`src/rtl/fifo_wptr_full.sv`:
```
// Write-domain pointer and status logic for the dual-clock FIFO: binary/Gray
// write pointer, memory write strobe, full/almost-full, fill level, sticky overflow.
module fifo_wptr_full #(
  parameter int unsigned PTR_SZ    = 2,
  parameter int unsigned AF_THRESH = 3
) (
  input  logic              clk,
  input  logic              rst,
  input  logic              winc,
  input  logic [PTR_SZ:0]   wq2_rptr,
  output logic              wen,
  output logic [PTR_SZ-1:0] waddr,
  output logic [PTR_SZ:0]   wptr,
  output logic              wfull,
  output logic              walmost_full,
  output logic [PTR_SZ:0]   wlevel,
  output logic              wovf
);

  // Full when the next write pointer equals the read pointer with its top two
  // Gray bits inverted (one lap ahead).
  localparam logic [PTR_SZ:0] FULL_MASK = (PTR_SZ+1)'(3) << (PTR_SZ - 1);
  localparam logic [PTR_SZ:0] AF_LVL    = (PTR_SZ+1)'(AF_THRESH);

  logic [PTR_SZ:0] wbin_q, wbin_d;
  logic [PTR_SZ:0] wptr_q, wptr_d;
  logic [PTR_SZ:0] wlevel_q, wlevel_d;
  logic            wfull_q, wfull_d;
  logic            walmost_full_q, walmost_full_d;
  logic            wovf_q, wovf_d;
  logic            wen_c;
  logic [PTR_SZ:0] rbin;

  // Gray to binary: each binary bit is the XOR of all Gray bits at or above it.
  always_comb begin
    rbin = '0;
    for (int unsigned i = 0; i <= PTR_SZ; i++) begin
      rbin[i] = ^(wq2_rptr >> i);
    end
  end

  always_comb begin
    wen_c          = winc & ~wfull_q;
    wbin_d         = wbin_q + {{PTR_SZ{1'b0}}, wen_c};
    wptr_d         = (wbin_d >> 1) ^ wbin_d;
    wlevel_d       = wbin_d - rbin;
    wfull_d        = (wptr_d == (wq2_rptr ^ FULL_MASK));
    walmost_full_d = (wlevel_d >= AF_LVL);
    wovf_d         = wovf_q | (winc & wfull_q);
  end

  always_ff @(posedge clk) begin
    if (rst) begin
      wbin_q         <= '0;
      wptr_q         <= '0;
      wlevel_q       <= '0;
      wfull_q        <= 1'b0;
      walmost_full_q <= 1'b0;
      wovf_q         <= 1'b0;
    end else begin
      wbin_q         <= wbin_d;
      wptr_q         <= wptr_d;
      wlevel_q       <= wlevel_d;
      wfull_q        <= wfull_d;
      walmost_full_q <= walmost_full_d;
      wovf_q         <= wovf_d;
    end
  end

  assign wen          = wen_c;
  assign waddr        = wbin_q[PTR_SZ-1:0];
  assign wptr         = wptr_q;
  assign wfull        = wfull_q;
  assign walmost_full = walmost_full_q;
  assign wlevel       = wlevel_q;
  assign wovf         = wovf_q;

endmodule

```
`config.mk`:
```
export PLATFORM = sky130hd
export DESIGN_NAME = fifo_wptr_full
export DESIGN_NICKNAME = d
export VERILOG_FILES = /design/src/rtl/fifo_wptr_full.sv
export SDC_FILE = /design/constraint.sdc
export NUM_CORES = 1
export LEC_CHECK = 0
export ABC_AREA = 1
export ABC_CLOCK_PERIOD_IN_PS = 2640
export CORE_AREA = 2 2 39 41
export DETAILED_ROUTE_END_ITERATION = 16
export DIE_AREA = 0 0 41 43
export PLACE_DENSITY = 0.7
export SLEW_MARGIN = 25
export SYNTH_ARGS = -nofsm -noshare
export SYNTH_HDL_FRONTEND = slang
export SYNTH_SLANG_ARGS = --single-unit
```
`constraint.sdc`:
```
create_clock -name clk -period 2.64 [get_ports clk]
set_input_delay 0.264 -clock clk [delete_from_list [all_inputs] [get_ports clk]]
set_output_delay 0.264 -clock clk [all_outputs]
set_load 0.03 [all_outputs]
```
---- After elaboration in Yosys (flattened, before gate mapping) ----
Cells that the tools add are included.
storage, ports and cells
  output and inout bits ................... 12
  register bits after elaboration ......... 12
  input port bits ......................... 6
cells by class
  reduce and logical (&&, ||, !) cells .... 3
  $lt $le $gt $ge ......................... 1
  equality and inequality tests ........... 1
  bitwise logic cells ..................... 6
  add/sub/neg operators ................... 2
operator list
  operator              number
  $reduce_xor A3 Y1     3
  $add A3 B1 Y3         1
  $eq A3 B3 Y1          1
  $ge A3 B2 Y1 const B  1
  $sub A3 B3 Y3         1
  $xor A2 B3 Y3         1
  $and A1 B1 Y1         2
  $not A2 Y2            1
  $not A1 Y1            1
  $or A1 B1 Y1          1

---- Logic depth before layout (Yosys ltp) ----
Gate-level depths: netlist of run 1.
  depth after elaboration ................. 5
  mapped depth ............................ 12

---- Worst setup path before layout of run 1 ----
No wires, ideal clock.
  path kind ............................... register -> register
  from .................................... reg wfull_q (netlist: wfull)
  to ...................................... reg walmost_full_q (netlist: walmost_full)
  buffers on the path ..................... 0
  data required time ...................... 2582 ps
  stages on the path, launching flop included .. 9
  arrival time ............................ 2129 ps
  period minus slack after synthesis ...... 2187 ps
  path slack .............................. 453 ps
  cells stage by stage .................... dfxtp_1 nor2_1 ha_1 ha_1 inv_1 fa_1 nor2_1 nand2_1 nand2_1
on the way
  longest elaborated chain between the ends .. 5
RTL lines
  item                      RTL line  text
  start: declaration        28        logic wfull_q, wfull_d;
  start signal: assignment  64        wfull_q <= wfull_d;
  $not A1 Y1                43        wen_c = winc & ~wfull_q;
  $and A1 B1 Y1             43
  named net wen             11        output logic wen,
  $add A3 B1 Y3             44        wbin_d = wbin_q + {{PTR_SZ{1'b0}}, wen_c};
  named net wbin_d[1]       25        logic [PTR_SZ:0] wbin_q, wbin_d;
  $sub A3 B3 Y3             46        wlevel_d = wbin_d - rbin;
  $ge A3 B2 Y1              48        walmost_full_d = (wlevel_d >= AF_LVL);
  end signal: assignment    65        walmost_full_q <= walmost_full_d;
  end: declaration          29        logic walmost_full_q, walmost_full_d;
The timed path passes the listed nets, and every way through them passes these cells.
A chain may end at the register's enable or synchronous reset.

---- Worst setup path after layout of run 1 ----
  from .................................... in wq2_rptr[2]
  to ...................................... reg walmost_full_q (netlist: walmost_full)
on the way
  longest elaborated chain between the ends .. 3
  elaborated cells on any way between the ends .. 5
RTL lines
  item                RTL line  text
  start: declaration  10        input logic [PTR_SZ:0] wq2_rptr,
  $reduce_xor A3 Y1   38        rbin[i] = ^(wq2_rptr >> i);
  $sub A3 B3 Y3 (*)   46
  $ge A3 B2 Y1 (*)    48
Mark *: on every way between the ends. The rest lies on a longest branch, timed or not.

==> results of run 1 <==
## metal layers
| metal | wire length, µm | global-route usage | up-vias |
|---|---|---|---|
| met5 | 0 | 0 | - |
| met2 | 451 | 0.219 | 13 |
| met1 | 429 | 0.146 | 213 |
| met4 | 26 | 0.0600 | 0 |
| li1 | - | - | 257 |
| met3 | 61 | 0.0785 | 5 |
## cells by family (layout without fill, tap and decap cells)
kind of cell | after synthesis | count (layout) | synth area share
adder cells (fa/ha/maj) | 4 | 4 | 0.111
AO/OA/AOI/OAI | 2 | 2 | 0.0194
buffers and inverters | 15 | 35 | 0.111
XOR/XNOR | 2 | 2 | 0.0339
flip-flops | 11 | 11 | 0.426
AND/OR/NAND/NOR | 37 | 37 | 0.298
## state kept, by name, summed over array words and instances (netlist names)
signal / flops
wbin_q: 3
wlevel: 3
wptr: 2
walmost_full: 1
wfull: 1
wovf: 1
## where the power goes
group	switching (mW)	internal [mW]	total [mW]
Sequential	0.00834	0.192	0.200
Clock	0.0552	0.0585	0.114
Combinational	0.119	0.0827	0.201
## cells in the final DEF, fill, tap and decap left out, drive strengths merged
cell           count
dfxtp             11
nor2               9
fa                 1
inv               14
xor2               2
clkdlybuf4s50     17
ha                 3
a21oi              2
nand3             10
clkbuf             4
nand2             18
## area by class of cell
cell class	count	area [µm²]	share of cell area
Tap cell	16	20.0	0.0275
Multi-Input combinational cell	45	239	0.328
Inverter	14	52.6	0.0722
Clock buffer	4	26.3	0.0361
Timing Repair Buffer	17	170	0.234
Sequential cell	11	220	0.302
## metrics by stage
step                      instances  power (mW)  cell area (µm²)  setup slack, ns   util
after detailed placement        103       0.407              702            0.341  0.507
after global placement          103       0.405              702            0.373  0.507
after floorplan                  71       0.333              517            0.453      -
final                           107       0.515              728            0.632  0.526
after global routing            107       0.553              728            0.480  0.526
after CTS                       107       0.523              728            0.619  0.526
## how the worst max path moves through the flow
stage,from,to,slack [ns],depth (start not counted)
global placement,wq2_rptr[2],walmost_full$_SDFF_PP0_,0.37,10
global route,winc,walmost_full$_SDFF_PP0_,0.48,10
finish,wq2_rptr[2],walmost_full$_SDFF_PP0_,0.63,10
CTS,wq2_rptr[2],walmost_full$_SDFF_PP0_,0.62,10
floorplan,wfull$_SDFF_PP0_,walmost_full$_SDFF_PP0_,0.45,8
detailed placement,wq2_rptr[2],walmost_full$_SDFF_PP0_,0.34,10
## tightest hold or removal path, cell delays in order (launching register included)
cell and delay [ns]:
dfxtp_1 0.33, a21oi_1 0.04, nor2_1 0.07
==> flow_summary_export.csv, run 1 <==
group,metric,value,unit
synthesis,synth_top_area_frac,0.426,
critical_path,r2r_start,"wfull$_SDFF_PP0_",
power,power_density,708,nW/µm²
synthesis,synth_edf_count,0,
routing,drt_wl_total,969,µm
sta,max_freq,498,MHz
sta,grt_setup_unrepaired,"false",
global_routing,antenna_found_initial,0,
sta,finalClockSkew,0.00233,ns
clocking,clockBufferDepth,2,
critical_path,cp_cell_sequence,"clkdlybuf4s50_1 -> xor2_1 -> xor2_1 -> inv_1 -> ha_1 -> fa_1 -> inv_1 -> nand3_1 -> nand3_1 -> nand2_1",
synthesis,synth_area,517,µm²
die,die_w,41,µm
sta,period_minus_slack,2.01,ns
synthesis,ys_ff_latch,11,
clocking,path_clk_slew,0.07,ns
sta,setup_violations,0,
worst_hold_path,whs_path_depth,2,
synthesis,ys_warn_count,0,
routing,ant_nets,0,
critical_path,required,2.80,ns
global_routing,grtUsageTotal,0.140,
clocking,cts_buffers,3,
die,die_h,43,µm
synthesis,synth_nets,81,
clocking,post_cts_buffers,0,
die,die-area,1760,µm²
critical_path,cp.arrival,2.17,ns
synthesis,seq_area_frac_synth,0.426,
global_routing,overflow,0,
critical_path,crit_fanout,4,
critical_path,critPathBufInv,3,
worst_hold_path,hp-class,"flip-flop to flip-flop",
sta,final_max_slew_viol_count,0,
critical_path,end_kind,"flip-flop",
finish,nFillCells,143,
die,start_util,0.373,
finish,drive_gt1_frac,0.0440,
synthesis,synth_most_common_cell,"nand2_1",
power,p_leak,0.364,nW
finish,layout.nets,102,
synthesis,synthCells,71,
critical_path,r2r_slack,0.78,ns
clocking,htree_levels,1,
synthesis,avgSynthCellArea,7.28,µm²
routing,vias,488,
routing,drtIter0Drc,9,
clocking,post_cts_resized,0,
worst_hold_path,worstHoldEndpoint,"wovf$_SDFF_PP0_",
sta,tns,0,ns
die,coreArea,1380,µm²
routing,wl_per_cell,9.06,µm
critical_path,startpoint_type,"input pin",
clocking,clock_sinks,11,
clocking,clk_latency,0.27,ns
finish,antenna-diode-count,0,
synthesis,async_reset_ff_frac,0,
clocking,hold_buffers,0,
die,num_rows,14,
synthesis,synthTopCellsByArea,"dfxtp_1 (43%), nand2_1 (12%), inv_1 (10%)",
sta,worst_slew_pin_slew,0.315,ns
placement,place.detailed.hpwl,792,µm
global_routing,grt_pass1_wl,1650,µm
flow_run,drv_cap,0,
critical_path,crit_type,"input pin to flip-flop",
clocking,cts_tree,"built",
routing,drc,0,
placement,place.gp.congestion,0.793,
global_routing,grt_max_degree,10,
placement,portBuffers,17,
worst_hold_path,min_from,"wovf$_SDFF_PP0_",
synthesis,yosys.area.top_type,"dfxtp_1",
routing,first_pass_iters,4,
critical_path,r2r_end,"walmost_full$_SDFF_PP0_",
routing,viasPerCell,4.56,
status,status,"completed",
critical_path,ff2ff_path_depth,9,
global_routing,first_global_vias,447,
synthesis,synthFlopType,"dfxtp_1",
sta,fin_crit_sh,0.761,
die,io_pins,18,
power,vdd_drop_max,0.000367,V
sta,hold_violations,0,
critical_path,path_delay_family,"buffers and inverters",
synthesis,yosys-top-cells-count,"nand2_1 (17), inv_1 (14), dfxtp_1 (11), nand3_1 (10), nor2_1 (9)",
synthesis,yosysUniqueCellTypes,11,
sta,slew_headroom,0.790,
finish,syn_to_final_growth,40.9,%
sta,hold_slack,0.475,ns
clocking,root_buffer,"clkbuf_4",
critical_path,critPathSlowestCell,"clkdlybuf4s50_1",
critical_path,slowest_delay,0.53,ns
Power figures use the tool's default switching activity.
==> run 2: changes to the inputs <==
ABC_CLOCK_PERIOD_IN_PS = 1600   (was 2640)
CORE_AREA = not set   (was 2 2 39 41)
CORE_MARGIN = 2   (was not set)
CORE_UTILIZATION = 37   (was not set)
DIE_AREA = not set   (was 0 0 41 43)
clock period = 1.6 ns   (was 2.64 ns; I/O delays follow)
==> run 2 against run 1 <==
Compared with the run above:
- the run now ends with negative setup slack left
- cell count up 9.3%
- core utilization up 15 points
- non-clock buffer count up 11
- die area down 2.9%
- global-route usage up 1.5 points
- via count up 7.0%
- worst hold slack worse by 0.27 ns
- setup slack worse by 0.66 ns
- first-iteration DRC count down 33%
- combinational power up 120%
- flip-flop and latch count unchanged
- clock skew down 0.0015 ns
- critical path type is now flip-flop to flip-flop
==> flow_summary_export.csv, run 2 (same netlist as run 1, synthesis figures left out) <==
group,metric,value,unit
critical_path,crit_type,"flip-flop to flip-flop",
power,seqPwrFrac,0.347,
critical_path,required,1.76,ns
routing,drt_wl_total,1120,µm
routing,wl_per_cell,9.59,µm
power,power.switching,0.337,mW
sta,setup_violations,1,
die,die-area,1710,µm²
die,num_rows,13,
routing,drc,0,
die,coreArea,1300,µm²
power,p_int,0.618,mW
clocking,clockBufferDepth,2,
sta,fin_ws,-0.0309,ns
global_routing,first_global_vias,425,
finish,drive_gt1_frac,0.294,
finish,nFillCells,115,
placement,place.detailed.hpwl,841,µm
sta,worst_slew_pin_slew,0.306,ns
die,start_util,0.397,
routing,first_pass_iters,4,
global_routing,grtUsageTotal,0.154,
global_routing,antenna_found_initial,0,
critical_path,path_delay_family,"adder cells",
worst_hold_path,min_from,"wq2_rptr[0]",
clocking,path_clk_slew,0.07,ns
sta,fin_crit_sh,1.02,
sta,hold_violations,0,
routing,vias,522,
finish,final_common_cell,"nand2_1",
critical_path,r2r_start,"wfull$_SDFF_PP0_",
critical_path,critPathBufInv,1,
power,vdd_drop_max,0.000596,V
global_routing,grt_pass1_wl,1660,µm
sta,final_max_slew_viol_count,0,
sta,slew_headroom,0.795,
critical_path,end_kind,"flip-flop",
sta,finalClockSkew,0.000811,ns
clocking,cts_tree,"built",
clocking,root_buffer,"clkbuf_4",
clocking,clock_sinks,11,
clocking,clk_latency,0.26,ns
critical_path,startpoint_type,"flip-flop",
status,status,"finished, violations left",
power,combPwrFrac,0.459,
routing,ant_nets,0,
finish,syn_to_final_growth,70.7,%
die,io_pins,18,
global_routing,overflow,0,
flow_run,drv_cap,0,
critical_path,startpoint,"wfull$_SDFF_PP0_",
critical_path,critPathSlowestCell,"fa_2",
critical_path,cp.arrival,1.79,ns
routing,drtIter0Drc,6,
finish,layout.nets,113,
clocking,cts_buffers,3,
sta,grt_setup_unrepaired,"true",
sta,max_freq,613,MHz
critical_path,slowest_delay,0.54,ns
power,pwr-share-clk,0.194,
critical_path,cp_cell_sequence,"nor2_4 -> ha_4 -> inv_4 -> ha_4 -> fa_2 -> nor2_2 -> nand2_1 -> nand2_1",
status,violations,"negative setup slack",
placement,place.gp.congestion,0.815,
die,die_h,41.4,µm
sta,period_minus_slack,1.63,ns
global_routing,grt_max_degree,7,
placement,dp_slack,-0.486,ns
power,p_leak,0.431,nW
finish,final_cell_mix,"nand2_1 (17), clkdlybuf4s50_1 (12), buf_4 (12), inv_1 (10), dfxtp_1 (10)",
power,swShare,0.353,
die,die_w,41.4,µm
critical_path,crit_fanout,2,
worst_hold_path,hp-class,"input pin to flip-flop",
clocking,htree_levels,1,
placement,portBuffers,17,
routing,viasPerCell,4.46,
sta,tns,-0.0309,ns
finish,antenna-diode-count,0,
power,power_density,1080,nW/µm²
run 2: cell count changes in the layout (fill, tap and decap cells not counted), sizes merged:
cell	delta
dlymetal6s2s	+1
buf	+12
clkdlybuf4s50	-5
dlygate4sd2	+3
run 2: worst register-to-register path: stages (launching register included):
cell and delay [ns]:
dfxtp_4 0.36, nor2_4 0.04, ha_4 0.26, inv_4 0.04, ha_4 0.15, fa_2 0.54, nor2_2 0.04, nand2_1 0.06
nand2_1 0.04
run 2: power groups by stage:
stage	clock network, mW	registers (mW)	logic [mW]
after floorplan	0	0.427	0.143
after global placement	0	0.337	0.385
after detailed placement	0	0.338	0.391
after CTS	0.190	0.332	0.419
after global routing	0.201	0.337	0.479
final	0.185	0.331	0.438
run 2: repair_timing:
action / 4_1_cts / 5_1_grt
setup endpoints to repair: 3 / 2
setup buffers: 1 / 1
resized for setup: 9 / 5
pin swaps: 8 / 7
cloned: 0 / 0
hold buffers: 0 / 0
run 2: final timing paths:
kind | endpoint | cells past startpoint | slack (ns)
min reg2reg | wovf$_SDFF_PP0_ | 2 | 0.47
max reg2reg | walmost_full$_SDFF_PP0_ | 8 | -0.03
max | walmost_full$_SDFF_PP0_ | 8 | -0.03
min | wfull$_SDFF_PP0_ | 4 | 0.21
run 2: final cells by class:
cell class                 count  area [µm²]  share of cell area
tap                           15        18.8              0.0213
sequential                    11         224               0.254
clock buffer                   4        26.3              0.0298
multi-input combinational     45         307               0.348
timing repair buffer          28         249               0.282
inverter                      14        57.6              0.0652
run 2: per-stage QoR:
| step | util | hold slack, ns | instance area, µm² | power (mW) | cells |
|---|---|---|---|---|---|
| final | 0.678 | 0.206 | 882 | 0.955 | 117 |
| after global routing | 0.678 | 0.234 | 882 | 1.02 | 117 |
| after CTS | 0.661 | 0.300 | 860 | 0.941 | 116 |
| after detailed placement | 0.618 | 0.456 | 805 | 0.729 | 111 |
| after global placement | 0.618 | 0.454 | 805 | 0.722 | 111 |
| after floorplan | - | 0.305 | 556 | 0.569 | 71 |
run 2: routing by layer:
metal  up-vias  GRT usage  routed length (µm)
met4         0     0.0968                  20
met3         2     0.0319                  62
met5         -          0                   0
met2        17      0.242                 537
li1        281          -                   -
met1       222      0.192                 501
